`config.mk`:
```
export PLATFORM = sky130hd
export DESIGN_NAME = pbit_color_scheduler
export DESIGN_NICKNAME = d
export VERILOG_FILES = /design/src/rtl/pbit_sched_pkg.sv /design/src/rtl/pbit_color_scheduler.sv
export SDC_FILE = /design/constraint.sdc
export NUM_CORES = 1
export LEC_CHECK = 0
export ABC_AREA = 1
export BUFFER_PORTS_ARGS = -buffer_cell sky130_fd_sc_hd__clkbuf_2
export CAP_MARGIN = 20
export CELL_PAD_IN_SITES_DETAIL_PLACEMENT = 1
export CELL_PAD_IN_SITES_GLOBAL_PLACEMENT = 1
export CORE_MARGIN = 8
export CORE_UTILIZATION = 35
export CTS_CLUSTER_SIZE = 16
export DETAILED_ROUTE_END_ITERATION = 8
export GPL_TIMING_DRIVEN = 1
export PLACE_DENSITY_LB_ADDON = 0.12
export RECOVER_POWER = 100
export SETUP_SLACK_MARGIN = 0.4
export SYNTH_ARGS = -nofsm -noshare
export SYNTH_HDL_FRONTEND = slang
export SYNTH_SLANG_ARGS = --single-unit
```
`constraint.sdc`:
```
create_clock -name sample_clk -period 2.08 [get_ports sample_clk]
set_input_delay 0.208 -clock sample_clk [delete_from_list [all_inputs] [get_ports sample_clk]]
set_output_delay 0.208 -clock sample_clk [all_outputs]
set_load 0.03 [all_outputs]
```
`src/rtl/pbit_sched_pkg.sv`:
```
// Shared types and defaults for the p-bit colour-sweep scheduler.
package pbit_sched_pkg;

   typedef enum logic [2:0] {
      IDLE,
      ADV,
      SETTLE,
      UPD,
      SAMPLE,
      DONE
   } sched_state_t;

   localparam int DEF_NUM_COLORS    = 2;
   localparam int DEF_SETTLE_CYCLES = 1;
   localparam int DEF_SWEEP_W       = 32;

   // Width of the colour index; never narrower than one bit.
   function automatic int color_idx_w(input int num_colors);
      return (num_colors > 1) ? $clog2(num_colors) : 1;
   endfunction

endpackage

```
`src/rtl/pbit_color_scheduler.sv`:
```
// Graph-coloured sweep sequencer: advance LFSRs, settle, enable one colour
// group at a time, then strobe a sample; repeats for a bounded or free run.
module pbit_color_scheduler
   import pbit_sched_pkg::*;
#(
   parameter int NUM_COLORS    = DEF_NUM_COLORS,
   parameter int SETTLE_CYCLES = DEF_SETTLE_CYCLES,
   parameter int SWEEP_W       = DEF_SWEEP_W
) (
   input  logic                  sample_clk,
   input  logic                  rst_n,
   input  logic                  start,
   input  logic                  stop,
   input  logic [SWEEP_W-1:0]    num_sweeps,
   output logic                  rng_adv,
   output logic [NUM_COLORS-1:0] color_en,
   output logic                  sample_valid,
   output logic [SWEEP_W-1:0]    sweep_count,
   output logic                  busy,
   output logic                  done
);

   localparam int CW = color_idx_w(NUM_COLORS);
   localparam int SW = (SETTLE_CYCLES > 1) ? $clog2(SETTLE_CYCLES) : 1;
   localparam logic [CW-1:0]      LAST_COLOR  = CW'(NUM_COLORS - 1);
   localparam logic [SW-1:0]      SETTLE_LAST = (SETTLE_CYCLES > 0) ? SW'(SETTLE_CYCLES - 1) : '0;
   localparam logic [SWEEP_W-1:0] COUNT_MAX   = '1;

   sched_state_t       state;
   logic [CW-1:0]      c;
   logic [SW-1:0]      settle_cnt;
   logic [SWEEP_W-1:0] limit;
   logic               stop_pending;
   logic [SWEEP_W-1:0] next_count;

   // Free-running counts stick at all-ones instead of wrapping.
   assign next_count = (sweep_count == COUNT_MAX) ? sweep_count : sweep_count + SWEEP_W'(1);

   // Outputs are loaded together with the state they belong to, so every
   // strobe is a flop and lines up exactly with its state cycle.
   always_ff @(posedge sample_clk) begin
      if (!rst_n) begin
         state        <= IDLE;
         c            <= '0;
         settle_cnt   <= '0;
         limit        <= '0;
         stop_pending <= 1'b0;
         rng_adv      <= 1'b0;
         color_en     <= '0;
         sample_valid <= 1'b0;
         sweep_count  <= '0;
         busy         <= 1'b0;
         done         <= 1'b0;
      end else begin
         rng_adv      <= 1'b0;
         color_en     <= '0;
         sample_valid <= 1'b0;
         done         <= 1'b0;
         if (stop && (state != IDLE)) begin
            stop_pending <= 1'b1;
         end
         unique case (state)
            IDLE: begin
               if (start) begin
                  limit        <= num_sweeps;
                  sweep_count  <= '0;
                  c            <= '0;
                  stop_pending <= stop;
                  state        <= ADV;
                  rng_adv      <= 1'b1;
                  busy         <= 1'b1;
               end
            end
            ADV: begin
               if (SETTLE_CYCLES == 0) begin
                  state    <= UPD;
                  color_en <= NUM_COLORS'(1) << c;
               end else begin
                  state      <= SETTLE;
                  settle_cnt <= '0;
               end
            end
            SETTLE: begin
               if (settle_cnt == SETTLE_LAST) begin
                  state    <= UPD;
                  color_en <= NUM_COLORS'(1) << c;
               end else begin
                  settle_cnt <= settle_cnt + SW'(1);
               end
            end
            UPD: begin
               if (c == LAST_COLOR) begin
                  state        <= SAMPLE;
                  sample_valid <= 1'b1;
               end else begin
                  c       <= c + CW'(1);
                  state   <= ADV;
                  rng_adv <= 1'b1;
               end
            end
            SAMPLE: begin
               sweep_count <= next_count;
               c           <= '0;
               // A limit hit outranks a pending stop on the same boundary.
               if ((limit != '0) && (next_count == limit)) begin
                  state <= DONE;
                  done  <= 1'b1;
               end else if (stop_pending || stop) begin
                  state        <= IDLE;
                  busy         <= 1'b0;
                  stop_pending <= 1'b0;
               end else begin
                  state   <= ADV;
                  rng_adv <= 1'b1;
               end
            end
            DONE: begin
               state        <= IDLE;
               busy         <= 1'b0;
               stop_pending <= 1'b0;
            end
            default: begin
               state <= IDLE;
               busy  <= 1'b0;
            end
         endcase
      end
   end

endmodule

```
# Word-level counts from Yosys, hierarchy flattened
# Cells that the tools add are included.
# totals
input_bits	36
register_bits	76
mem_bits_rw	0
latch_bits	0
out_inout_bits	38
mem_count	0
romBits	0
# classes
order_cmp	0
bitwise	3
mux	30
div_mod_pow	0
multipliers	0
eq_ne	11
n_addsub	3
n_reduce_logical	18
shifts	1
# op_table
operator	count
32-bit two-way mux	2
32-bit case mux with 2 select lines	1
32-bit by 1-bit adder with 32-bit output, second input constant	1
32-bit equality test	1
32-bit equality test, second input constant	1
32-bit nonzero test	1
1-bit two-way mux	17
3-bit case mux with 5 select lines	1
3-bit two-way mux	4
1-bit case mux with 3 select lines	4
2-bit AND reduction	6
2-bit inequality test, second input constant	4
3-bit by 2-bit equality test with 1-bit output, second input constant	2
3-bit equality test, second input constant	2
3-bit nonzero test	2
3-bit OR reduction	2
4-bit AND reduction	1
2-bit nonzero test	2
3-bit by 1-bit equality test with 1-bit output, second input constant	1
3-bit logical NOT	1
1-bit inverter	3
1-bit adder, second input constant	2
1-bit logical AND	2
1-bit case mux with 2 select lines	1
other kinds (2)	2

# Depth between registers and ports, before layout
# depth
depth_word	6
depth_mapped	19
mapped_depth_nobuf	19

# Worst setup path after synthesis
# No wires, ideal clock.
# synth_timing
path_kind	register to register
from	register sweep_count[0]
to	register busy
synth_period_minus_slack_ns	2.573
slack_ns	-0.493
t_required_ns	2.013
t_arrival_ns	2.506
path_stages_with_launch	18
setup_ns	0.067
cell_sequence	dfxtp_1 -> ha_1 -> nand3_1 -> nor2_1 -> nand3_1 -> inv_1 -> nand3_1 -> nand2_1 -> nand2_1 -> nand2_1 -> nand2_1 -> nor2_1 -> nand3_1 -> nor2_2 -> nand3_2 -> nand3_2 -> nand2_1 -> a21oi_2
# synth_via
elab_chain_len	6
# synth_rtl
item	line	text
start: declaration	pbit_color_scheduler.sv:18	output logic [SWEEP_W-1:0] sweep_count,
start signal: assignment	pbit_color_scheduler.sv:102	sweep_count <= next_count;
32-bit by 1-bit adder with 32-bit output or 32-bit equality test (tied branches)	pbit_color_scheduler.sv:37	assign next_count = (sweep_count == COUNT_MAX) ? sweep_count : sweep_count + SWEEP_W'(1);
32-bit two-way mux (*)	pbit_color_scheduler.sv:37	
32-bit equality test (*)	pbit_color_scheduler.sv:105	if ((limit != '0) && (next_count == limit)) begin
1-bit logical AND (*)	pbit_color_scheduler.sv:105	
2-bit inequality test (no source line) (*)	-	
4-bit AND reduction (no source line) (*)	-	
end signal: assignment	pbit_color_scheduler.sv:110	busy <= 1'b0;
end signal: assignment	pbit_color_scheduler.sv:119	busy <= 1'b0;
end signal: assignment	pbit_color_scheduler.sv:124	busy <= 1'b0;
end: declaration	pbit_color_scheduler.sv:19	output logic busy,
# Every way passes the cells marked *; elsewhere a longest branch is shown, timed or not.
# A chain may end at the register's enable or synchronous reset.

# Final worst setup path
# Ends and elaborated chain as after synthesis.

==> summary.txt <==
Floorplan
  • # IOs: 74
  • Core area: 0.01252 mm^2
  • DIE AREA: 0.01653 mm^2
  • Die Y: 128.6 um
  • Initial core utilization: 35.44%
  • Row cnt: 41
  • Die Wd: 128.6 um

Placement
  • Setup slack after placement: -0.4925 ns
  • Placer congestion estimate: 0.8881
  • PortBufs: 73
  • DP HPWL: 15490 um

Timing
  • Hold_ws: 0.1371 ns
  • Tmin final: 2.466 ns
  • Slew Limit Fails: 0
  • Finish-stage setup viols: 6
  • Post-route setup slack: -0.3858 ns
  • RSZ-0062 raised after global routing: true
  • Clock skew: 0.005891 ns
  • Fin. Hold Viols: 0
  • Tightest Pin Transition: 0.5532 ns
  • Fmax: 405.6 MHz
  • Tcrit/Tclk final: 118.5%
  • Worst slew margin: 63.12%
  • Setup TNS: -2.055 ns

Global routing
  • Vias in the first global route: 5954
  • Total gr overflow: 0
  • Gr usage total: 24.81%
  • Initial antenna violation count: 0
  • First-pass GRT wire length: 31450 um
  • Pin count of the biggest net entering global routing: 61

Yosys
  • Synthesized flop and latch total: 75
  • Syn Std Cell Area: 0.004436 mm^2
  • Register area share after synthesis: 33.85%
  • Synth Flop Type: dfxtp_1
  • Post-synth ARST share: 0%
  • Netlist cell types: 29
  • Syn Area/Cell: 6.035 um^2
  • Cells after Synth: 735
  • Number of synthesized flops with an enable pin: 0
  • Top-area cell type share of the netlist area: 33.85%
  • Post-synth top area cell: dfxtp_1
  • Synth area leaders: dfxtp_1, nand2_1, a21oi_1
  • Post-synth net total: 772
  • Synth warnings: 0

Power
  • LEAKAGE: 0.003084 uW
  • VDD IR max: 0.0005711 V
  • Final Power: 3819 uW
  • Power Density: 537.6 mW/mm^2

Clock network
  • CTS Buf Count: 9
  • Clock Tree Buf Depth: 2
  • CTS H-tree lvls: 3
  • CTS sink cnt: 75
  • CTS tree: built
  • CTS clk-pin slew, worst paths: 0.06 ns
  • Clk Latency, worst-skew pair: 0.35 ns
  • Root Driver: clkbuf_16

Detailed routing
  • Initial detailed-routing violation count: 267
  • DRC: 0
  • DR top layer: met4
  • M1 wire length: 9192 um
  • Via count: 5740
  • TritonRoute pass-1 iters: 5
  • Final ANT Viol Nets: 0
  • Routed length per placed instance: 19.27 um
  • Detail Route met3 WL: 944 um
  • Routed wire length: 21470 um
  • Met2 WL post-DR: 10510 um
  • Vias per inst: 5.153

Final layout
  • Nets: 975
  • Filler cells: 1694
  • FF/Latch Area: 0.001567 mm^2
  • Commonest non-fill, non-tap cell in the layout: nand2_1
  • N_diodes: 0
  • Area grow syn2layout: 60.17%
  • Most frequent cells in the layout: nand2_1, buf_4, a21oi_1, inv_1, nand3_1
  • Multi-input gate area: 0.003209 mm^2
  • Share of cells above drive strength 1: 39.70%

Setup path
  • Crit Path Class: register to register
  • CP max FO: 8
  • Crit end category: register
  • Crit path DAT: 2.75 ns
  • Startpoint Class: register
  • Worst Path Required: 2.37 ns

Outcome
  • Failing checks: negative setup slack
  • Outcome: finished, violations left

Min path
  • Worst min path class: primary input to register

Run
  • Max cap viols: 0
[routing by layer]
layer | track usage [%] | vias up
li1 | - | 2749
met1 | 29.56 | 2772
met2 | 42.31 | 163
met3 | 5.172 | 56
met4 | 10.85 | 0
met5 | 0 | -
[layout make-up]
class	instances	area share (%)
timing repair buffer	218	21.64
sequential	75	22.05
clock inverter	5	0.8454
inverter	70	3.734
clock buffer	10	3.522
multi-input combinational	564	45.17
tap	172	3.029
[metrics by stage]
stage / util (%) / cells / cell area [um^2]
after floorplan: - / 735 / 4517
after global placement: 47.84 / 1083 / 5988
after detailed placement: 47.84 / 1083 / 5988
after CTS: 53.87 / 1107 / 6743
after global routing: 56.76 / 1114 / 7104
final: 56.76 / 1114 / 7104
[worst max-delay path, stage by stage (launching register included)]
cell and delay, ns:
dfxtp_4 0.36, buf_6 0.15, inv_1 0.09, nor2_2 0.15
nand2_2 0.13, o21bai_1 0.23, nand2_2 0.12, buf_4 0.15
nand3_1 0.06, nand2_1 0.06, nor2_1 0.10, nand2_1 0.08
inv_2 0.07, nand3_1 0.11, nor2_4 0.16, nand3_4 0.12
nand3_2 0.10, nand2_2 0.05, a21oi_2 0.10
[kinds of logic after synthesis]
group                    synth area share, %
AND/OR/NAND/NOR                        40.90
AO/OA/AOI/OAI                          13.85
buffers and inverters                  8.547
flip-flops                             33.85
XOR/XNOR                               2.567
adder cells (fa/ha/maj)               0.2820
[cell usage after synthesis (2+ instances only)]
master and number:
o21bai_1 5, nand3_2 2, dfxtp_1 75, xnor2_1 4
xor2_1 9, nand2_2 7, nor2_1 82, a21o_1 2
nor2_4 2, nand2_4 2, nor2_2 3, a21oi_1 72
inv_1 69, nand4_1 9, buf_2 3, o21ai_0 35
nand3b_1 2, clkbuf_1 21, nand2_1 259, nand3_1 62
buf_6 2
[worst paths after layout]
path,start,to,slack [ns],cells past startpoint
max,sweep_count[0],busy,-0.39,18
min reg2reg,c,color_en[0],0.46,1
max reg2reg,sweep_count[0],busy,-0.39,18
min,num_sweeps[13],limit[13],0.14,3
[sequential cells by signal (all words and copies together), names as in the netlist]
| name | count |
|---|---|
| stop_pending | 1 |
| sample_valid | 1 |
| busy | 1 |
| sweep_count | 32 |
| limit | 32 |
| c | 1 |
| done | 1 |
| rng_adv | 1 |
| state | 3 |
| color_en | 2 |
[power by group]
part	switching, uW	leakage, uW	internal, uW
sequential	48.7	0.000632	1500
combinational	412	0.00231	187
clock	670	0.000146	998
[repair_timing]
action,CTS,global route
hold buffers,0,0
buffers inserted,8,6
setup endpoints to repair,58,71
cloned,1,1
pin swaps,16,29
gates resized for setup,103,106
(Power assumes the default switching activity.)
